File: config.mk
export PLATFORM = sky130hd
export DESIGN_NAME = rcpu_irq_ctrl
export DESIGN_NICKNAME = d
export VERILOG_FILES = /design/src/rtl/rcpu_irq_ctrl.sv
export SDC_FILE = /design/constraint.sdc
export NUM_CORES = 1
export LEC_CHECK = 0
export CAP_MARGIN = 20
export CORE_AREA = 2 2 99 101
export CTS_BUF_LIST = sky130_fd_sc_hd__clkbuf_16
export DETAILED_ROUTE_END_ITERATION = 10
export DIE_AREA = 0 0 101 103
export MAX_ROUTING_LAYER = met4
export PLACE_DENSITY = 0.63
export SETUP_SLACK_MARGIN = 0.02
export SLEW_MARGIN = 20
export SYNTH_ARGS = -nofsm -noshare
export SYNTH_HDL_FRONTEND = slang
export SYNTH_SLANG_ARGS = --single-unit
File: constraint.sdc
create_clock -name clk -period 1.89 [get_ports clk]
set_input_delay 0.378 -clock clk [delete_from_list [all_inputs] [get_ports clk]]
set_output_delay 0.378 -clock clk [all_outputs]
set_load 0.005 [all_outputs]
File: src/rtl/rcpu_irq_ctrl.sv
// rtl/rcpu_irq_ctrl.sv - 8-source prioritised interrupt controller with vectored request/ack handshake.
// Define RCPU_IRQ_LEVEL_EN for level-sensitive PENDING; the default build latches synchronised rising edges.
module rcpu_irq_ctrl (
  input  logic        clk,
  input  logic        rst,
  input  logic [7:0]  src,
  input  logic        cfgWE,
  input  logic [1:0]  cfgAddr,
  input  logic [15:0] cfgWData,
  output logic [15:0] cfgRData,
  output logic        irq,
  input  logic        turnOffIRQ,
  output logic [31:0] intAddr,
  output logic [15:0] intData
);

  typedef enum logic [1:0] {
    IDLE = 2'd0,
    REQ  = 2'd1,
    HOLD = 2'd2
  } stateT;

  stateT       state;
  stateT       stateNext;
  logic [2:0]  id;
  logic [2:0]  idNext;
  logic        irqNext;
  logic [31:0] intAddrNext;
  logic [15:0] intDataNext;

  logic [7:0]  syncA;
  logic [7:0]  syncB;
  logic [7:0]  mask;
  logic [15:0] vecBase;
  logic [7:0]  pending;
  logic [7:0]  active;
  logic [2:0]  prioId;

  logic        maskWr;
  logic        vecWr;

  assign maskWr = cfgWE && (cfgAddr == 2'd0);
  assign vecWr  = cfgWE && (cfgAddr == 2'd2);

  always_ff @(posedge clk or negedge rst) begin
    if (!rst) begin
      syncA <= '0;
      syncB <= '0;
    end else begin
      syncA <= src;
      syncB <= syncA;
    end
  end

  always_ff @(posedge clk or negedge rst) begin
    if (!rst) begin
      mask    <= '0;
      vecBase <= 16'hF000;
    end else begin
      if (maskWr) mask <= cfgWData[7:0];
      if (vecWr)  vecBase <= cfgWData;
    end
  end

`ifdef RCPU_IRQ_LEVEL_EN
  assign pending = syncB;
`else
  logic [7:0] srcPrev;
  logic [7:0] edgeSet;
  logic [7:0] pendSet;
  logic [7:0] pendClr;
  logic       pendWr;
  logic       swSetWr;

  assign pendWr  = cfgWE && (cfgAddr == 2'd1);
  assign swSetWr = cfgWE && (cfgAddr == 2'd3);
  assign edgeSet = syncB & ~srcPrev;

  // Sources are OR-ed in after clears so a coincident set always survives.
  always_comb begin
    pendSet = edgeSet;
    pendClr = '0;
    if (swSetWr) pendSet = pendSet | cfgWData[7:0];
    if (pendWr)  pendClr = cfgWData[7:0];
    if ((state == REQ) && turnOffIRQ) pendClr[id] = 1'b1;
  end

  always_ff @(posedge clk or negedge rst) begin
    if (!rst) begin
      srcPrev <= '0;
      pending <= '0;
    end else begin
      srcPrev <= syncB;
      pending <= (pending & ~pendClr) | pendSet;
    end
  end
`endif

  assign active = pending & mask;

  always_comb begin
    prioId = '0;
    for (int i = 7; i >= 0; i--) begin
      if (active[i]) prioId = 3'(i);
    end
  end

  always_ff @(posedge clk or negedge rst) begin
    if (!rst) begin
      state   <= IDLE;
      id      <= '0;
      irq     <= 1'b0;
      intAddr <= '0;
      intData <= '0;
    end else begin
      state   <= stateNext;
      id      <= idNext;
      irq     <= irqNext;
      intAddr <= intAddrNext;
      intData <= intDataNext;
    end
  end

  // Outputs are only loaded on the IDLE->REQ transition, so they stay frozen through REQ and HOLD.
  always_comb begin
    stateNext   = state;
    idNext      = id;
    irqNext     = irq;
    intAddrNext = intAddr;
    intDataNext = intData;
    case (state)
      IDLE: begin
        if (|active) begin
          stateNext   = REQ;
          idNext      = prioId;
          irqNext     = 1'b1;
          intAddrNext = {vecBase, 12'h000, prioId, 1'b0};
          intDataNext = {pending, 5'b00000, prioId};
        end
      end
      REQ: begin
        if (turnOffIRQ) begin
          stateNext = HOLD;
          irqNext   = 1'b0;
        end
      end
      HOLD: begin
        if (!turnOffIRQ) stateNext = IDLE;
      end
      default: begin
        stateNext = IDLE;
        irqNext   = 1'b0;
      end
    endcase
  end

  always_comb begin
    cfgRData = '0;
    case (cfgAddr)
      2'd0: cfgRData = {8'h00, mask};
      2'd1: cfgRData = {8'h00, pending};
      2'd2: cfgRData = vecBase;
      2'd3: cfgRData = {12'h000, state[0], id};
      default: cfgRData = '0;
    endcase
  end

endmodule

======== Yosys cells after proc, flatten, opt, wreduce, memory -nomap -nowiden ========
Index checks and enable logic that the tools add are counted.
Widths: inputs -> output; s select.
cells by class
  magnitude comparators ................... 2
  equal/unequal tests ..................... 8
  multiplexer cells ....................... 21
  bitwise operators ....................... 9
  reduce and logical (&&, ||, !) cells .... 12
operators by type and width
  operator            number
  $pmux 16 s4         1
  $and 8x8->8         3
  $mux 3              8
  $mux 8              3
  $or 8x8->8          3
  $not 8->8           2
  $reduce_or 8->1     1
  $eq 2x2->1 const B  3
  $logic_and 1x1->1   6
  $mux 2              3
  $ne 2x2->1 const B  3
  $pmux 2 s3          1
  $reduce_and 3->1    2
  $eq 2x1->1 const B  2
  $logic_not 2->1     2
  $lt 3x4->1 const B  1
  $demux 1 s3         1
  $ge 3x1->1 const B  1
  $mux 1              3
  $pmux 1 s3          1
  $reduce_and 2->1    1
  $not 1->1           1
storage, ports and cells
  register bits after elaboration ......... 92
  bits of input ports ..................... 30
  output and inout port bits .............. 65
  logic and storage cells ................. 63

======== Longest topological paths before layout ========
Gate-level depths: netlist of the first run.
  word-level depth ........................ 9
  mapped depth ............................ 5
  mapped depth without buffers ............ 4

======== Least setup slack after synthesis of the first run ========
Ideal clock, no wire load.
  kind .................................... reg2reg
  from .................................... register state[1]
  to ...................................... register intAddr[20]
  setup time .............................. 125 ps
  arrival time ............................ 1,549 ps
  required time ........................... 1,765 ps
  setup slack ............................. 216 ps
  cell stages (with the launch flop) ...... 5
  buffers on the path ..................... 1
  period minus slack after synthesis ...... 1,674 ps
  cell sequence ........................... dfrtp_1 or2_1 a41oi_4 buf_6 mux2_4
on the way
  longest elaborated chain between the ends .. 2
RTL lines
  item                        RTL line  RTL
  from (decl)                 23        stateT state;
  from (signal assigned)      116       state <= stateNext;
  $logic_not 2->1             131       case (state)
  $reduce_and 2->1 (no line)  -
  to (signal assigned)        119       intAddr <= intAddrNext;
  to (decl)                   13        output logic [31:0] intAddr,
Every way passes these cells.
A chain may end at the register's enable or synchronous reset.

======== Worst setup path after layout of the first run ========
  from .................................... input port cfgAddr[0]
  to ...................................... output port cfgRData[1]
on the way
  longest elaborated chain between the ends .. 2
  elaborated cells between the ends (all ways) .. 5
  those cells by class .................... eq/ne (3); mux (1); reduce/logical (1)
RTL lines
  item                                RTL line  RTL
  from (decl)                         8         input logic [1:0] cfgAddr,
  $eq 2x2->1 (tied with other cells)  159       case (cfgAddr)
  $pmux 16 s4 (*)                     159
  to (decl)                           10        output logic [15:0] cfgRData,
Mark *: on every way between the ends. The rest lies on a longest branch, timed or not.

==> results of run 1 <==
-- per-stage QoR --
stage	instances	util, %
global route	513	54.3
global placement	485	49.8
detailed placement	485	49.8
CTS	513	54.3
floorplan	294	-
finish	513	54.3
-- final cells by class --
cell class	instances	area, sq um
Tap cell	114	143
Inverter	8	30.0
Clock inverter	7	114
Clock buffer	9	225
Multi-Input combinational cell	171	1360
Fill cell	812	4320
Timing Repair Buffer	118	1110
Sequential cell	86	2160
-- final timing paths --
check | start | end | depth (start not counted)
setup / recovery | cfgAddr[0] | cfgRData[1] | 5
hold / removal | syncA[2] | syncB[2] | 0
setup reg to reg | state[0] | intAddr[17] | 5
hold reg to reg | syncA[2] | syncB[2] | 0
max in group asynchronous | rst | vecBase[14] | 3
min in group asynchronous | rst | syncA[7] | 2
-- logic make-up (layout without fill, tap and decap cells) --
kind of cell,after synthesis,count (layout),share of synthesized area (%)
other cells,1,18,0.102
buf+inv,37,142,6.43
mux,50,50,18.0
simple gates,58,58,7.93
compound gates,44,44,8.58
flops,86,86,58.7
xor+xnor,1,1,0.238
-- synthesized netlist by cell type, types with 3 or more instances --
library cell / count
mux4_2: 4
inv_1: 8
and2_1: 8
nand3_1: 3
a22oi_1: 3
mux2_4: 16
buf_2: 3
dfstp_2: 4
nor2_1: 6
dfrtp_1: 82
a21oi_1: 13
buf_4: 21
nor2b_1: 11
o21ai_0: 12
nand2_1: 24
mux2_2: 26
clkbuf_1: 3
mux2i_1: 4
o221ai_1: 6
-- power groups by stage --
stage / combinational [W] / clock [W] / sequential, W
detailed placement: 0.00256 / 0 / 0.00266
finish: 0.00256 / 0.00198 / 0.00262
CTS: 0.00259 / 0.00203 / 0.00262
global route: 0.00277 / 0.00212 / 0.00268
floorplan: 0.00128 / 0 / 0.00267
global placement: 0.00251 / 0 / 0.00264
-- worst max-delay path, cell delays in order --
cell	delay [ps]
clkdlybuf4s15_2	200
buf_12	130
buf_4	110
mux4_2	490
buf_2	140
-- repair_timing --
action	CTS	global route
hold endpoints to repair	27	0
cloned	1	0
endpoints found under the setup margin	18	1
hold buffers	1	0
buffers inserted	10	0
resized for setup	40	1
-- routing by layer --
layer  track usage [%]  wire length [um]  vias up
li1                  -                 -     1167
met1              22.4              3710     1198
met2              28.0              4070       76
met3              4.20               401       10
met4              6.24               103        0
met5                 -                 0        -
-- state kept, by name, summed over array words and instances, names as in the netlist, 8 cells and up --
name     count
intAddr     16
vecBase     16
intData      9
mask         8
pending      8
srcPrev      8
syncA        8
syncB        8
==> out/results.txt, run 1 <==
Site Rows = 36
# diodes = 0
Setup WS post-layout = 53.6 ps
Routed wire per std cell = 16.2 um
P_sw = 0.00198 W
Register area share after synthesis = 58.7%
Logic pwr share = 35.8%
Fin Setup TNS = 0 ps
CTS Root Cell = clkbuf_16
CP Max Fanout = 8
Post-Syn Area = 0.00368 sq mm
Worst-skew pair later-pin latency = 330 ps
Leading area contributor after synthesis = dfrtp_1
Final slew viol count = 0
Number of vias per cell = 4.78
Pin count of the biggest net entering global routing = 43
Clk_skew = 6.85 ps
Total wire length = 8.29 mm
Synth area leaders = dfrtp_1 56%, mux2_2 8.0%, mux2_4 6.5%, buf_4 4.3%, dfstp_2 2.9%
Setup violators final = 0
Std-Cell Core Area = 0.00946 sq mm
Placement Setup Slack = -597 ps
Residual DRC = 0
Critical path class = input port to output port
Ports = 95
Area grow syn2layout = 39.7%
Hold WS = 348 ps
Drt first-iter violations = 110
Sw Ratio = 27.6%
Placed Area = 0.00471 sq mm
Final ANT Viol Nets = 0
Synthesis warning total = 0
Leak = 2.31 nW
Design Power = 0.00716 W
CTS Buffer Depth = 2
Total CTS buffers = 9
Syn_area_per_cell = 13.3 sq um
Detailed Routing Iterations Pass 1 = 4
Startpoint Class = input port
Via Count = 2,451
Die area = 0.0104 sq mm
Starting Density = 38.9%
Synth Flop Type = dfrtp_1
First-pass GRT wire length = 13.2 mm
WP data required = 1510 ps
Clock slew at reported path FFs = 60 ps
Remaining global-route overflow = 0
Post-DP HPWL = 6.05 mm
Final instance area = 0.00514 sq mm
CTS tree = done
Overall global routing resource usage = 17.7%
Netlist cell types = 33
Final min period = 1840 ps
Clock Power Share = 27.7%
Initial antenna violation count = 0
H-tree depth = 3
Internal power = 0.00519 W
Synth Instances = 277
CP endpoint kind = output port
Part of the power in registers = 36.6%
Port bufs = 76
EDFF count, synth = 0
FMAX = 545 MHz
R2R Setup Slk = 120 ps
Top-area cell type share of the netlist area = 55.8%
Most common cell after layout, fill and taps aside = dfrtp_1
Layout cell share with drive strength beyond 1 = 29.1%
Net count reported at finish = 424
Worst vdd ir = 0.596 mV
Status = finished clean
RSZ-0062 raised after global routing = no
Gpl congestion = 0.827
Commonest non-fill, non-tap cells in the layout = 82 x dfrtp_1, 57 x clkdlybuf4s50_1, 36 x buf_4
Yosys reg bits = 86
Die height = 103 um
Max Cap Violations = 0
Period Utilization, post-route = 97.2%
Critical Path AT = 1460 ps
Worst min path class = flip-flop to flip-flop
# clock sinks = 86
Post-synth ARST share = 100%
Count of final hold-check violations = 0
Power Dens Cells = 1390 mW/mm^2
Die W = 101 um
Vias in the first global route = 2,472
Power figures use the tool's default switching activity.
==> run 2: changes to the inputs <==
--- a/config.mk
+++ b/config.mk
@@ -10,6 +10,7 @@
 export CTS_BUF_LIST = sky130_fd_sc_hd__clkbuf_16
 export DETAILED_ROUTE_END_ITERATION = 10
 export DIE_AREA = 0 0 101 103
+export HOLD_SLACK_MARGIN = 0.08
 export MAX_ROUTING_LAYER = met4
 export PLACE_DENSITY = 0.63
 export SETUP_SLACK_MARGIN = 0.02
==> results of run 2 <==
Final layout, timing and power as in run 1 (identical DEF).
==> run 3: changes to the inputs <==
--- a/config.mk
+++ b/config.mk
@@ -6,13 +6,13 @@
 export NUM_CORES = 1
 export LEC_CHECK = 0
 export CAP_MARGIN = 20
-export CORE_AREA = 2 2 99 101
+export CORE_AREA = 2 2 126 67
 export CTS_BUF_LIST = sky130_fd_sc_hd__clkbuf_16
 export DETAILED_ROUTE_END_ITERATION = 10
-export DIE_AREA = 0 0 101 103
+export DIE_AREA = 0 0 128 69
 export HOLD_SLACK_MARGIN = 0.08
 export MAX_ROUTING_LAYER = met4
-export PLACE_DENSITY = 0.63
+export PLACE_DENSITY = 0.75
 export SETUP_SLACK_MARGIN = 0.02
 export SLEW_MARGIN = 20
 export SYNTH_ARGS = -nofsm -noshare
==> constraint.sdc (replaced) <==
create_clock -name clk -period 1.9 [get_ports clk]
set_input_delay 0.38 -clock clk [delete_from_list [all_inputs] [get_ports clk]]
set_output_delay 0.38 -clock clk [all_outputs]
set_load 0.005 [all_outputs]
==> out/results.txt, run 3 (same netlist as run 1, synthesis figures left out) <==
Critical path class = flip-flop to flip-flop (was input port to output port)
Placed Area = 0.00467 sq mm (was 0.00471 sq mm)
Layout cell share with drive strength beyond 1 = 30.7% (was 29.1%)
Port bufs = 76 (unchanged)
Post-Place Cells = 468 (was 485)
Finished Layout Cells = 497 (was 513)
WP data required = 2120 ps (was 1510 ps)
Site Rows = 23 (was 36)
Total wire length = 8.84 mm (was 8.29 mm)
Die W = 128 um (was 101 um)
Clk_skew = 6.65 ps (was 6.85 ps)
Clock slew at reported path FFs = 60 ps (about the same)
CP max stage delay = 430 ps (was 490 ps)
Worst-skew pair later-pin latency = 340 ps (was 330 ps)
CTS tree = done (unchanged)
Routed wire per std cell = 17.8 um (was 16.2 um)
FMAX = 547 MHz
CTS Buffer Depth = 2 (unchanged)
Drt first-iter violations = 185 (was 110)
Critical path buffers and inverters = 2 (was 4)
Startpoint Class = flip-flop (was input port)
Post-DP HPWL = 6.40 mm (was 6.05 mm)
Vias in the first global route = 2,662 (was 2,472)
Area grow syn2layout = 37.1% (was 39.7%)
Count of final hold-check violations = 0 (unchanged)
Final slew viol count = 0 (unchanged)
CP Max Fanout = 21 (was 8)
Leak = 2.24 nW (was 2.31 nW)
# clock sinks = 86 (unchanged)
Worst min path class = flip-flop to flip-flop (unchanged)
First-pass GRT wire length = 14.4 mm (was 13.2 mm)
Cells along the critical path = buf_4 > or2_1 > a41oi_4 > buf_12 > mux2_2 (was clkdlybuf4s15_2 > buf_12 > buf_4 > mux4_2 > buf_2)
Critical Path AT = 2050 ps (was 1460 ps)
# diodes = 0 (unchanged)
CTS Root Cell = clkbuf_16 (unchanged)
Overall global routing resource usage = 22.3% (was 17.7%)
Setup violators final = 0 (unchanged)
H-tree depth = 3 (unchanged)
Die area = 0.00883 sq mm (was 0.0104 sq mm)
Net count reported at finish = 422 (was 424)
Crit-path slowest cell = dfrtp_2 (was mux4_2)
R2R Setup Slk = 70 ps (was 120 ps)
CP endpoint kind = flip-flop (was output port)
Gpl congestion = 0.890 (was 0.827)
Ports = 95 (unchanged)
Regs by FF count = intAddr x16, vecBase x16, intData x9 (unchanged)
Number of vias per cell = 5.14 (was 4.78)
Pin count of the biggest net entering global routing = 34 (was 43)
Period Utilization, post-route = 96.2%
Power Dens Cells = 1340 mW/mm^2 (was 1390 mW/mm^2)
Initial antenna violation count = 0 (unchanged)
Max Cap Violations = 0 (unchanged)
Die height = 69 um (was 103 um)
Most common cell after layout, fill and taps aside = dfrtp_1 (unchanged)
Status = finished clean (unchanged)
Via Count = 2,553 (was 2,451)
Kind of cell adding the most delay to the critical path = flip-flops (was buffers and inverters)
Final instance area = 0.00504 sq mm (was 0.00514 sq mm)
RSZ-0062 raised after global routing = no (unchanged)
Final core occ = 65.3% (was 54.3%)
Remaining global-route overflow = 0 (unchanged)
Worst vdd ir = 0.660 mV (was 0.596 mV)
Final min period = 1830 ps
Design Power = 0.00675 W (was 0.00716 W)
Total CTS buffers = 9 (unchanged)
Final ANT Viol Nets = 0 (unchanged)
Starting Density = 47.7% (was 38.9%)
Commonest non-fill, non-tap cells in the layout = 81 x dfrtp_1, 57 x clkdlybuf4s50_1, 30 x buf_4 (was 82 x dfrtp_1, 57 x clkdlybuf4s50_1, 36 x buf_4)
Std-Cell Core Area = 0.00771 sq mm (was 0.00946 sq mm)
Detailed Routing Iterations Pass 1 = 4 (unchanged)
Residual DRC = 0 (unchanged)
## run 3: area by class of cell
cell class | count | area (sq um)
multi-input cells | 171 | 1360
clock inverters | 7 | 41.3
flip-flops and latches | 86 | 2160
clock buffers | 9 | 225
fillers | 580 | 2670
repair buffers | 116 | 1100
well taps | 100 | 125
inverters | 8 | 30.0
## run 3: power breakdown
part / switching, W / internal (W) / total, W
Clock: 0.000711 / 0.000872 / 0.00158
Combinational: 0.000969 / 0.00155 / 0.00252
Sequential: 0.000336 / 0.00231 / 0.00265
Total: 0.00202 / 0.00473 / 0.00675
## run 3: per-layer routing
| layer | share of wire [%] | vias to the layer above | track usage (%) |
|---|---|---|---|
| met5 | 0 | - | - |
| met4 | 0.97 | 0 | 6.96 |
| met3 | 7.4 | 10 | 6.44 |
| met2 | 44 | 89 | 30.5 |
| met1 | 48 | 1293 | 32.3 |
| li1 | - | 1161 | - |
## run 3: repair_timing
| action | 4_1_cts | 5_1_grt |
|---|---|---|
| resized for setup | 57 | 9 |
| hold buffers | 1 | 0 |
| endpoints found under the hold margin | 22 | 0 |
| setup buffers | 11 | 1 |
| pin swaps | 0 | 0 |
| endpoints found under the setup margin | 16 | 18 |
## run 3: path summary, 6_finish.rpt
path,cells past startpoint,start,to
max reg2reg,5,state[0],intAddr[31]
min,0,syncA[4],syncB[4]
min reg2reg,0,syncA[4],syncB[4]
max,5,state[0],intAddr[31]
max in group asynchronous,3,rst,vecBase[14]
min in group asynchronous,2,rst,intData[11]
## run 3: metrics by stage
| step | setup TNS, ps | worst slack, ps | hold slack [ps] |
|---|---|---|---|
| 6_report | 0 | 72.2 | 348 |
| 5_1_grt | 0 | 25.5 | 355 |
| 4_1_cts | 0 | 1.57 | 348 |
| 3_5_place_dp | -11750 | -529 | 323 |
| 3_3_place_gp | -9990 | -516 | 316 |
| 2_1_floorplan | 0 | 226 | 84.4 |
